`src/rtl/alu_arbiter_if.sv`:
```
// Bundle of the two requester handshakes, their registered responses and the shared ALU bus.
// The arbiter takes the slave view; the requesters and the ALU together take the master view.
interface alu_arbiter_if #(
  parameter int W   = 8,
  parameter int OPW = 3
);
  logic           req0_valid, req0_lock, req0_lsl_sel, req0_orr_sel, req0_ready;
  logic [OPW-1:0] req0_op;
  logic [W-1:0]   req0_a, req0_b;
  logic           req1_valid, req1_lock, req1_lsl_sel, req1_orr_sel, req1_ready;
  logic [OPW-1:0] req1_op;
  logic [W-1:0]   req1_a, req1_b;

  logic           rsp0_valid, rsp0_zero, rsp0_neg;
  logic [W-1:0]   rsp0_rslt;
  logic           rsp1_valid, rsp1_zero, rsp1_neg;
  logic [W-1:0]   rsp1_rslt;

  logic [OPW-1:0] alu_op;
  logic [W-1:0]   alu_dat_a, alu_dat_b, alu_rslt;
  logic           alu_lsl_sel, alu_orr_sel, alu_zero, alu_neg;

  modport slave (
    input  req0_valid, req0_lock, req0_op, req0_a, req0_b, req0_lsl_sel, req0_orr_sel,
    input  req1_valid, req1_lock, req1_op, req1_a, req1_b, req1_lsl_sel, req1_orr_sel,
    output req0_ready, req1_ready,
    output rsp0_valid, rsp0_rslt, rsp0_zero, rsp0_neg,
    output rsp1_valid, rsp1_rslt, rsp1_zero, rsp1_neg,
    output alu_op, alu_dat_a, alu_dat_b, alu_lsl_sel, alu_orr_sel,
    input  alu_rslt, alu_zero, alu_neg
  );

  modport master (
    output req0_valid, req0_lock, req0_op, req0_a, req0_b, req0_lsl_sel, req0_orr_sel,
    output req1_valid, req1_lock, req1_op, req1_a, req1_b, req1_lsl_sel, req1_orr_sel,
    input  req0_ready, req1_ready,
    input  rsp0_valid, rsp0_rslt, rsp0_zero, rsp0_neg,
    input  rsp1_valid, rsp1_rslt, rsp1_zero, rsp1_neg,
    input  alu_op, alu_dat_a, alu_dat_b, alu_lsl_sel, alu_orr_sel,
    output alu_rslt, alu_zero, alu_neg
  );
endinterface

```
`src/rtl/alu_arbiter.sv`:
```
// Round-robin arbiter sharing one combinational ALU between two requesters, with bounded
// lock runs and a one-cycle registered result path back to the owning requester.
module alu_arbiter #(
  parameter int W        = 8,
  parameter int OPW      = 3,
  parameter int MAX_LOCK = 4
) (
  input logic        clk,
  input logic        rst,
  alu_arbiter_if.slave bus
);
  localparam int CW = $clog2(MAX_LOCK + 1);
  localparam logic [CW-1:0] CNT_MAX = CW'(MAX_LOCK);

  typedef enum logic [1:0] {OWN_NONE, OWN_0, OWN_1} own_t;

  own_t          lock_own, lock_own_nxt;
  logic [CW-1:0] lock_cnt, lock_cnt_nxt;
  logic          last_gnt, last_gnt_nxt;
  logic          gnt_vld, gnt_id;
  logic [1:0]    v, lk;

  logic [1:0]     rsp_valid, rsp_zero, rsp_neg;
  logic [W-1:0]   rsp_rslt [2];
  logic [OPW-1:0] op_sel;
  logic [W-1:0]   a_sel, b_sel;

  assign v  = {bus.req1_valid, bus.req0_valid};
  assign lk = {bus.req1_lock,  bus.req0_lock};

  // No grant while reset is high, so an op presented during reset is never accepted.
  always_comb begin
    gnt_vld = 1'b0;
    gnt_id  = 1'b0;
    if (!rst) begin
      if (lock_own == OWN_0 && v[0] && (lock_cnt < CNT_MAX || !v[1])) begin
        gnt_vld = 1'b1;
        gnt_id  = 1'b0;
      end else if (lock_own == OWN_1 && v[1] && (lock_cnt < CNT_MAX || !v[0])) begin
        gnt_vld = 1'b1;
        gnt_id  = 1'b1;
      end else if (v[0] && v[1]) begin
        gnt_vld = 1'b1;
        gnt_id  = !last_gnt;
      end else if (v[0] || v[1]) begin
        gnt_vld = 1'b1;
        gnt_id  = v[1];
      end
    end
  end

  // A lock taken by a different requester (forced-in winner) starts its own run at 1.
  always_comb begin
    last_gnt_nxt = last_gnt;
    lock_own_nxt = lock_own;
    lock_cnt_nxt = lock_cnt;
    if (gnt_vld) begin
      last_gnt_nxt = gnt_id;
      if (lk[gnt_id]) begin
        lock_own_nxt = gnt_id ? OWN_1 : OWN_0;
        if (lock_own != lock_own_nxt)
          lock_cnt_nxt = CW'(1);
        else if (lock_cnt < CNT_MAX)
          lock_cnt_nxt = lock_cnt + 1'b1;
      end else begin
        lock_own_nxt = OWN_NONE;
        lock_cnt_nxt = '0;
      end
    end else if ((lock_own == OWN_0 && !v[0]) || (lock_own == OWN_1 && !v[1])) begin
      lock_own_nxt = OWN_NONE;
      lock_cnt_nxt = '0;
    end
  end

  always_ff @(posedge clk or posedge rst) begin
    if (rst) begin
      last_gnt <= 1'b1;
      lock_own <= OWN_NONE;
      lock_cnt <= '0;
    end else begin
      last_gnt <= last_gnt_nxt;
      lock_own <= lock_own_nxt;
      lock_cnt <= lock_cnt_nxt;
    end
  end

  always_ff @(posedge clk or posedge rst) begin
    if (rst) begin
      rsp_valid   <= '0;
      rsp_zero    <= '0;
      rsp_neg     <= '0;
      rsp_rslt[0] <= '0;
      rsp_rslt[1] <= '0;
    end else begin
      rsp_valid <= '0;
      if (gnt_vld) begin
        rsp_valid[gnt_id] <= 1'b1;
        rsp_rslt[gnt_id]  <= bus.alu_rslt;
        rsp_zero[gnt_id]  <= bus.alu_zero;
        rsp_neg[gnt_id]   <= bus.alu_neg;
      end
    end
  end

  always_comb begin
    op_sel = '0;
    a_sel  = '0;
    b_sel  = '0;
    bus.alu_lsl_sel = 1'b0;
    bus.alu_orr_sel = 1'b0;
    if (gnt_vld) begin
      op_sel = gnt_id ? bus.req1_op : bus.req0_op;
      a_sel  = gnt_id ? bus.req1_a  : bus.req0_a;
      b_sel  = gnt_id ? bus.req1_b  : bus.req0_b;
      bus.alu_lsl_sel = gnt_id ? bus.req1_lsl_sel : bus.req0_lsl_sel;
      bus.alu_orr_sel = gnt_id ? bus.req1_orr_sel : bus.req0_orr_sel;
    end
  end

  assign bus.alu_op     = op_sel;
  assign bus.alu_dat_a  = a_sel;
  assign bus.alu_dat_b  = b_sel;
  assign bus.req0_ready = gnt_vld && !gnt_id;
  assign bus.req1_ready = gnt_vld && gnt_id;

  assign bus.rsp0_valid = rsp_valid[0];
  assign bus.rsp0_rslt  = rsp_rslt[0];
  assign bus.rsp0_zero  = rsp_zero[0];
  assign bus.rsp0_neg   = rsp_neg[0];
  assign bus.rsp1_valid = rsp_valid[1];
  assign bus.rsp1_rslt  = rsp_rslt[1];
  assign bus.rsp1_zero  = rsp_zero[1];
  assign bus.rsp1_neg   = rsp_neg[1];
endmodule

```
`src/flat_wrapper.sv`:
```
// flat-port wrapper written by rule: the top's interface ports become plain ports
module alu_arbiter_flat 
#(
  parameter int W        = 8,
  parameter int OPW      = 3,
  parameter int MAX_LOCK = 4
)
  (clk, rst, bus_req0_valid, bus_req0_lock, bus_req0_op, bus_req0_a, bus_req0_b, bus_req0_lsl_sel, bus_req0_orr_sel, bus_req1_valid, bus_req1_lock, bus_req1_op, bus_req1_a, bus_req1_b, bus_req1_lsl_sel, bus_req1_orr_sel, bus_req0_ready, bus_req1_ready, bus_rsp0_valid, bus_rsp0_rslt, bus_rsp0_zero, bus_rsp0_neg, bus_rsp1_valid, bus_rsp1_rslt, bus_rsp1_zero, bus_rsp1_neg, bus_alu_op, bus_alu_dat_a, bus_alu_dat_b, bus_alu_lsl_sel, bus_alu_orr_sel, bus_alu_rslt, bus_alu_zero, bus_alu_neg);
  alu_arbiter_if #(.W(W), .OPW(OPW)) bus_i ();
  input logic clk;
  input logic rst;
  input wire logic [$bits(bus_i.req0_valid)-1:0] bus_req0_valid;
  input wire logic [$bits(bus_i.req0_lock)-1:0] bus_req0_lock;
  input wire logic [$bits(bus_i.req0_op)-1:0] bus_req0_op;
  input wire logic [$bits(bus_i.req0_a)-1:0] bus_req0_a;
  input wire logic [$bits(bus_i.req0_b)-1:0] bus_req0_b;
  input wire logic [$bits(bus_i.req0_lsl_sel)-1:0] bus_req0_lsl_sel;
  input wire logic [$bits(bus_i.req0_orr_sel)-1:0] bus_req0_orr_sel;
  input wire logic [$bits(bus_i.req1_valid)-1:0] bus_req1_valid;
  input wire logic [$bits(bus_i.req1_lock)-1:0] bus_req1_lock;
  input wire logic [$bits(bus_i.req1_op)-1:0] bus_req1_op;
  input wire logic [$bits(bus_i.req1_a)-1:0] bus_req1_a;
  input wire logic [$bits(bus_i.req1_b)-1:0] bus_req1_b;
  input wire logic [$bits(bus_i.req1_lsl_sel)-1:0] bus_req1_lsl_sel;
  input wire logic [$bits(bus_i.req1_orr_sel)-1:0] bus_req1_orr_sel;
  output wire logic [$bits(bus_i.req0_ready)-1:0] bus_req0_ready;
  output wire logic [$bits(bus_i.req1_ready)-1:0] bus_req1_ready;
  output wire logic [$bits(bus_i.rsp0_valid)-1:0] bus_rsp0_valid;
  output wire logic [$bits(bus_i.rsp0_rslt)-1:0] bus_rsp0_rslt;
  output wire logic [$bits(bus_i.rsp0_zero)-1:0] bus_rsp0_zero;
  output wire logic [$bits(bus_i.rsp0_neg)-1:0] bus_rsp0_neg;
  output wire logic [$bits(bus_i.rsp1_valid)-1:0] bus_rsp1_valid;
  output wire logic [$bits(bus_i.rsp1_rslt)-1:0] bus_rsp1_rslt;
  output wire logic [$bits(bus_i.rsp1_zero)-1:0] bus_rsp1_zero;
  output wire logic [$bits(bus_i.rsp1_neg)-1:0] bus_rsp1_neg;
  output wire logic [$bits(bus_i.alu_op)-1:0] bus_alu_op;
  output wire logic [$bits(bus_i.alu_dat_a)-1:0] bus_alu_dat_a;
  output wire logic [$bits(bus_i.alu_dat_b)-1:0] bus_alu_dat_b;
  output wire logic [$bits(bus_i.alu_lsl_sel)-1:0] bus_alu_lsl_sel;
  output wire logic [$bits(bus_i.alu_orr_sel)-1:0] bus_alu_orr_sel;
  input wire logic [$bits(bus_i.alu_rslt)-1:0] bus_alu_rslt;
  input wire logic [$bits(bus_i.alu_zero)-1:0] bus_alu_zero;
  input wire logic [$bits(bus_i.alu_neg)-1:0] bus_alu_neg;
  assign bus_i.req0_valid = bus_req0_valid;
  assign bus_i.req0_lock = bus_req0_lock;
  assign bus_i.req0_op = bus_req0_op;
  assign bus_i.req0_a = bus_req0_a;
  assign bus_i.req0_b = bus_req0_b;
  assign bus_i.req0_lsl_sel = bus_req0_lsl_sel;
  assign bus_i.req0_orr_sel = bus_req0_orr_sel;
  assign bus_i.req1_valid = bus_req1_valid;
  assign bus_i.req1_lock = bus_req1_lock;
  assign bus_i.req1_op = bus_req1_op;
  assign bus_i.req1_a = bus_req1_a;
  assign bus_i.req1_b = bus_req1_b;
  assign bus_i.req1_lsl_sel = bus_req1_lsl_sel;
  assign bus_i.req1_orr_sel = bus_req1_orr_sel;
  assign bus_req0_ready = bus_i.req0_ready;
  assign bus_req1_ready = bus_i.req1_ready;
  assign bus_rsp0_valid = bus_i.rsp0_valid;
  assign bus_rsp0_rslt = bus_i.rsp0_rslt;
  assign bus_rsp0_zero = bus_i.rsp0_zero;
  assign bus_rsp0_neg = bus_i.rsp0_neg;
  assign bus_rsp1_valid = bus_i.rsp1_valid;
  assign bus_rsp1_rslt = bus_i.rsp1_rslt;
  assign bus_rsp1_zero = bus_i.rsp1_zero;
  assign bus_rsp1_neg = bus_i.rsp1_neg;
  assign bus_alu_op = bus_i.alu_op;
  assign bus_alu_dat_a = bus_i.alu_dat_a;
  assign bus_alu_dat_b = bus_i.alu_dat_b;
  assign bus_alu_lsl_sel = bus_i.alu_lsl_sel;
  assign bus_alu_orr_sel = bus_i.alu_orr_sel;
  assign bus_i.alu_rslt = bus_alu_rslt;
  assign bus_i.alu_zero = bus_alu_zero;
  assign bus_i.alu_neg = bus_alu_neg;
  alu_arbiter #(.W(W), .OPW(OPW), .MAX_LOCK(MAX_LOCK)) u_core (.clk(clk), .rst(rst), .bus(bus_i));
endmodule
```
`config.mk`:
```
export PLATFORM = sky130hd
export DESIGN_NAME = alu_arbiter_flat
export DESIGN_NICKNAME = d
export VERILOG_FILES = /design/src/rtl/alu_arbiter_if.sv /design/src/rtl/alu_arbiter.sv /design/src/flat_wrapper.sv
export SDC_FILE = /design/constraint.sdc
export NUM_CORES = 1
export LEC_CHECK = 0
export ABC_AREA = 0
export ABC_CLOCK_PERIOD_IN_PS = 3200
export CELL_PAD_IN_SITES_DETAIL_PLACEMENT = 0
export CELL_PAD_IN_SITES_GLOBAL_PLACEMENT = 1
export CORE_ASPECT_RATIO = 1.5
export CORE_MARGIN = 1.5
export CORE_UTILIZATION = 26
export CTS_BUF_LIST = sky130_fd_sc_hd__clkbuf_8
export DETAILED_ROUTE_END_ITERATION = 10
export PLACE_DENSITY_LB_ADDON = 0.1
export SLEW_MARGIN = 25
export SYNTH_ARGS = -nofsm -noshare
export SYNTH_HDL_FRONTEND = slang
export SYNTH_SLANG_ARGS = --single-unit
```
`constraint.sdc`:
```
create_clock -name clk -period 3.2 [get_ports clk]
set_input_delay 0.64 -clock clk [delete_from_list [all_inputs] [get_ports clk]]
set_output_delay 0.64 -clock clk [all_outputs]
set_load 0.02 [all_outputs]
```
==> out/metrics.cfg, run 1 <==
[grt]
grt_pass1_wl_mm = 6.98
grt_max_degree = 30
antenna_found_initial = 0
grt_pass1_vias = 1498
grt-ovfl-total = 0
grt_use_total_pct = 14.4

[power]
power.total_mw = 1.21
p_sw_share_pct = 31.8
internal-power_uw = 824
power_frac_comb_pct = 45.8
p_per_area_nw_per_um2 = 454
power.switching_uw = 385
seq_power_share_pct = 39.0
leakage_nw = 1.16
clockPowerShare_pct = 15.2
irDropWorstVdd_v = 0.000152

[timing]
clock.fmax_mhz = 320
fin_hold_ws_ns = 0.513
finalSetupTns_ns = 0
skew_ns = 0.00523
rsz0062_at_grt = false
period_share_pct = 97.7
fin_ws_ns = 0.0746
relSlewSlack_pct = 67.5
hold_viol = 0
worstMarginPinSlew_ns = 0.485
setup_viol = 0
maxSlewViolCount = 0
fin_crit_ns = 3.13

[drt]
drt_iter0_drc = 42
routed_wl_mm = 4.56
dr.pass1.iters = 4
vias = 1406
drc = 0
wire_per_inst_um = 15.4
via_per_inst = 4.75
ant_nets = 0

[setup_path]
cp-start-kind = primary input
crit_arrival_ns = 2.49
crit_type = primary input to output port
cp_max_fo = 22
required_ns = 2.56
end_kind = output port

[placement]
gp_congestion = 0.783
hpwl_mm = 3.73
dp_cells = 292
dp_slack_ns = 0.0462
placed_area_um2 = 2600
port_buffers = 102

[clock_network]
clk_pin_slew_ns = 0.09
clk_path_buf_depth = 2
h-tree-depth = 1
post_cts_buffers = 0
clk-insertion-delay-late_ns = 0.26
clock-root-buffer = clkbuf_8
cts_tree = built
cts_buffers = 3
clock_sinks = 28

[synth]
synth_area_leaders = dfrtp_1, mux2_2, a22o_1
synthCells = 120
syn-num-nets = 179
synth_seq_cells = 28
yosysSeqAreaShare_pct = 48.2
synth_top_area_share_pct = 46.4
synth.distinct_cells = 35
avgSynthCellArea_um2 = 12.1
ys_warn_count = 0
synth.cell_area_um2 = 1460
yosysTopAreaCell = dfrtp_1

[die]
initial_utilization_pct = 26.7
die_area_um2 = 6060
core_region_area_um2 = 5450
die_h_um = 94.6
num_rows = 33
io_pins = 103
die_w_um = 64.1

[layout]
layout-drive-gt1-share_pct = 17.7
utilization_pct = 48.9
areaGrowthSynthToFinish_pct = 83.1
nNetsFinal = 286
antenna_cells = 0
layout_commonest_cell = clkdlybuf4s50_1
design_area_um2 = 2670
final_cell_mix = clkdlybuf4s50_1, dfrtp_1, a22o_1
layout.cells.non_filler = 296

[min_path]
hp-class = flop to flop

[run]
maxCapViolCount = 0

[outcome]
status = complete, no violations

[worst paths after layout]
| kind | from | endpoint | slack (ns) | depth (start not counted) |
|---|---|---|---|---|
| max | bus_req0_valid | bus_alu_dat_a[7] | 0.07 | 6 |
| min | u_core.bus.rsp1_rslt[1] | u_core.bus.rsp1_rslt[1] | 0.51 | 1 |
| max reg2reg | u_core.lock_own[0] | u_core.bus.rsp1_rslt[4] | 1.16 | 6 |
| min reg2reg | u_core.bus.rsp1_rslt[1] | u_core.bus.rsp1_rslt[1] | 0.51 | 1 |
| max in group asynchronous | rst | u_core.last_gnt | 2.00 | 3 |
| min in group asynchronous | rst | u_core.lock_own[1] | 0.88 | 3 |
[routing by layer]
layer / routed length (µm) / track usage, % / up-vias
met5: 0 / 0 / -
met4: 49 / 5.07 / 0
met3: 192 / 2.26 / 4
met2: 2620 / 28.0 / 37
met1: 1710 / 15.5 / 695
li1: - / - / 670
[registers in the layout (all words and copies together), names as in the netlist]
signal and count:
u_core.bus.rsp0_rslt 8, u_core.bus.rsp1_rslt 8, u_core.last_gnt 1, u_core.lock_cnt 3, u_core.lock_own 2, u_core.rsp_neg 2, u_core.rsp_valid 2, u_core.rsp_zero 2
[timing repair]
action,in CTS,in global routing
hold buffers,0,0
setup endpoints to repair,0,12
gates resized for setup,0,8
endpoints found under the hold margin,0,0
[final cells by class]
type | instances | area (µm²)
fillers | 511 | 2790
repair buffers | 111 | 1130
flip-flops and latches | 28 | 704
multi-input cells | 79 | 684
well taps | 70 | 87.6
clock buffers | 3 | 41.3
inverters | 4 | 15.0
clock inverters | 1 | 3.75
[synth_stat cells]
library cell and count:
inv_1 4, buf_2 4, a21oi_1 3, clkbuf_1 2, o32ai_1 1, a22oi_1 1, dfrtp_1 27, nor2_1 3
o21ba_2 1, o22ai_1 2, mux2_2 20, o221a_1 1, a21o_1 2, dfstp_2 1, nor3b_4 1, o211ai_1 1
a211oi_1 2, a21oi_2 1, a211o_1 1, o21bai_1 1, nor4b_1 1, or3b_2 1, nand3b_1 1, o21a_1 1
o21ai_0 3, buf_4 2, nor2b_1 1, buf_6 1, nor4bb_1 1, and4bb_2 1, ha_1 1, nor3b_1 1
a31oi_1 1, nand2_1 4, a22o_1 21
[worst max-delay path: stages]
cell             delay [ns]
clkdlybuf4s50_1        0.45
o221a_1                0.18
nor3b_4                0.25
buf_12                 0.19
a22o_1                 0.16
clkdlybuf4s50_1        0.60
[power by group through the flow]
stage / registers, mW / logic (mW) / clock network [mW]
after detailed placement: 0.480 / 0.561 / 0
after global routing: 0.482 / 0.587 / 0.210
after floorplan: 0.551 / 0.187 / 0
after global placement: 0.475 / 0.552 / 0
after CTS: 0.472 / 0.561 / 0.195
final: 0.472 / 0.553 / 0.183
[cells by family (layout without fill, tap and decap cells)]
| group | count (synthesis) | in the layout | synth area share, % |
|---|---|---|---|
| AOI/OAI and AO/OA | 43 | 43 | 23.4 |
| and+or+nand+nor | 15 | 15 | 7.31 |
| buffers and inverters | 13 | 119 | 4.73 |
| muxes | 20 | 20 | 15.5 |
| adders and majority gates | 1 | 1 | 0.860 |
| DFF | 28 | 28 | 48.2 |
No activity file was read; power rests on OpenSTA's default activity.
==> inputs of run 2 (changes only) <==
--- a/config.mk
+++ b/config.mk
@@ -14,6 +14,7 @@
 export CORE_UTILIZATION = 26
 export CTS_BUF_LIST = sky130_fd_sc_hd__clkbuf_8
 export DETAILED_ROUTE_END_ITERATION = 10
+export GPL_TIMING_DRIVEN = 0
 export PLACE_DENSITY_LB_ADDON = 0.1
 export SLEW_MARGIN = 25
 export SYNTH_ARGS = -nofsm -noshare
==> run 2 against run 1 <==
  * Critical path depth decreased by 1
  * Via count increased by 1.7%
  * Sequential share of layout area decreased by 0.40 points
  * Global-route usage decreased by 0.11 points
  * Utilization increased by 0.57 points
  * Register-to-register slack improved by 0.06 ns
  * Combinational power decreased by 1%
  * Critical path type unchanged
  * Largest cell class unchanged
  * Largest power group unchanged
==> out/metrics.cfg, run 2 (synthesis gave the netlist of run 1 again) <==
[die]
io_pins = 103  ; unchanged
num_rows = 33  ; unchanged
core_region_area_um2 = 5450  ; unchanged
die_w_um = 64.1  ; unchanged
die_h_um = 94.6  ; unchanged
die_area_um2 = 6060  ; unchanged
initial_utilization_pct = 26.7  ; unchanged

[setup_path]
crit_type = primary input to output port
reg2reg_to = u_core.rsp_neg[1]
cp_max_fo = 11  ; -50%
crit_arrival_ns = 2.46  ; -0.03 ns
end_kind = output port
cp-start-kind = primary input
worstRegToRegCells = 7  ; +1
reg2reg_from = u_core.lock_cnt[2]
required_ns = 2.56  ; about the same
regToRegSetupSlack_ns = 1.22  ; +0.06 ns

[layout]
antenna_cells = 0  ; unchanged
nNetsFinal = 291  ; +1.7%
areaGrowthSynthToFinish_pct = 85.3
design_area_um2 = 2700  ; +1.2%
final_cell_mix = clkdlybuf4s50_1, dfrtp_1, a22o_1, dlygate4sd2_1, mux2_2
n_fill_cell = 530  ; +3.7%
layout.cells.non_filler = 301  ; +1.7%
layout_commonest_cell = clkdlybuf4s50_1
layout-drive-gt1-share_pct = 20.3  ; +2.6 points

[drt]
routed_wl_mm = 4.59  ; +0.53%
dr.pass1.iters = 4  ; unchanged
vias = 1430  ; +1.7%
via_per_inst = 4.75  ; about the same
wire_per_inst_um = 15.2  ; -1.1%
drc = 0  ; unchanged
drt_iter0_drc = 58  ; +38%
ant_nets = 0  ; unchanged

[clock_network]
clk_pin_slew_ns = 0.09  ; about the same
cts_tree = built
h-tree-depth = 1  ; unchanged
clk_path_buf_depth = 2  ; unchanged
cts_buffers = 3  ; unchanged
clock-root-buffer = clkbuf_8
clock_sinks = 28  ; unchanged
clk-insertion-delay-late_ns = 0.27  ; about the same

[timing]
period_share_pct = 97.0  ; -0.64 points
fin_crit_ns = 3.10  ; -0.0205 ns
relSlewSlack_pct = 63.1  ; -4.4 points
maxSlewViolCount = 0  ; unchanged
worstMarginPinSlew_ns = 0.551  ; +0.0658 ns
rsz0062_at_grt = false
setup_viol = 0  ; unchanged
clock.fmax_mhz = 322  ; +0.66%
skew_ns = 0.00232  ; -0.00290 ns
hold_viol = 0  ; unchanged
finalSetupTns_ns = 0  ; unchanged

[placement]
dp_cells = 291  ; -0.34%
gp_congestion = 0.739  ; -5.5%
port_buffers = 101  ; -0.98%
placed_area_um2 = 2550  ; -1.9%
hpwl_mm = 3.67  ; -1.7%

[power]
leakage_nw = 1.20  ; +3.7%
clockPowerShare_pct = 21.3  ; +6.1 points
power_frac_comb_pct = 42.4  ; -3.4 points
power.total_mw = 1.29  ; +6.8%
seq_power_share_pct = 36.3  ; -2.7 points
internal-power_uw = 895  ; +8.6%
irDropWorstVdd_v = 0.000193  ; +27%
p_sw_share_pct = 30.7  ; -1.1 points
power.switching_uw = 397  ; +3.1%
p_per_area_nw_per_um2 = 479  ; +5.6%

[min_path]
hp-class = primary input to asynchronous set/reset pin

[outcome]
status = complete, no violations

[grt]
grt_use_total_pct = 14.3  ; -0.11 points
grt_max_degree = 17  ; -43%
grt_pass1_wl_mm = 6.91  ; -0.89%
grt-ovfl-total = 0  ; unchanged
grt_pass1_vias = 1418  ; -5.3%
antenna_found_initial = 0  ; unchanged

[run]
maxCapViolCount = 0  ; unchanged

-- run 2: cell count changes in the layout (fill, tap and decap cells not counted), sizes merged --
cell / delta
dlygate4sd2: +21
clkdlybuf4s50: -18
dlymetal6s2s: -5
buf: +3
bufinv: +2
clkbuf: +2
clkdlybuf4s15: +1
inv: -1
-- run 2: cell type report --
cell class	instances	area, µm²	share of cell area (%)
well taps	70	87.6	3.25
flip-flops and latches	28	702	26.0
plain buffers	9	67.6	2.51
repair inverters	1	8.76	0.325
repair buffers	106	1030	38.1
clock inverters	1	30.0	1.11
multi-input cells	79	692	25.7
inverters	4	41.3	1.53
clock buffers	3	41.3	1.53
-- run 2: layer usage --
metal | wire [µm] | vias to the layer above | track usage [%]
met1 | 1680 | 697 | 16.5
met2 | 2640 | 47 | 26.7
met4 | 58 | 0 | 4.71
met5 | 0 | - | 0
met3 | 207 | 6 | 2.03
li1 | - | 680 | -
-- run 2: how the worst max path moves through the flow --
| stage | start | to | cells past startpoint |
|---|---|---|---|
| after global placement | rst | bus_alu_dat_a[4] | 7 |
| after detailed placement | rst | bus_alu_op[1] | 7 |
| after CTS | bus_req0_valid | bus_req0_ready | 5 |
| final | bus_req0_valid | bus_req0_ready | 5 |
| after floorplan | rst | bus_alu_dat_a[3] | 5 |
| after global routing | bus_req0_valid | bus_req0_ready | 5 |
-- run 2: per-stage QoR --
| step | hold slack, ns | util [%] | setup slack (ns) |
|---|---|---|---|
| 5_1_grt | 0.512 | 49.5 | 0.00896 |
| 6_report | 0.498 | 49.5 | 0.0950 |
| 4_1_cts | 0.503 | 49.4 | 0.0747 |
| 2_1_floorplan | 0.493 | - | 0.140 |
| 3_5_place_dp | 0.498 | 46.9 | -0.988 |
| 3_3_place_gp | 0.490 | 46.9 | -1.28 |
-- run 2: power groups by stage --
| stage | clock network (mW) | logic (mW) | registers [mW] |
|---|---|---|---|
| 6_report | 0.275 | 0.547 | 0.469 |
| 5_1_grt | 0.300 | 0.580 | 0.480 |
| 4_1_cts | 0.285 | 0.553 | 0.470 |
| 3_5_place_dp | 0 | 0.552 | 0.478 |
| 3_3_place_gp | 0 | 0.544 | 0.471 |
| 2_1_floorplan | 0 | 0.187 | 0.551 |
-- run 2: critical path, stage by stage --
cell             delay [ns]
clkdlybuf4s50_1        0.58
nand2_1                0.15
a21oi_4                0.22
clkbuf_4               0.25
clkdlybuf4s50_1        0.62
-- run 2: repair_timing --
action / CTS / global route
endpoints found under the setup margin: 23 / 1
gates resized for setup: 35 / 1
pin swaps: 1 / 0
buffers inserted: 5 / 0
gates cloned: 1 / 0
hold buffers: 0 / 0
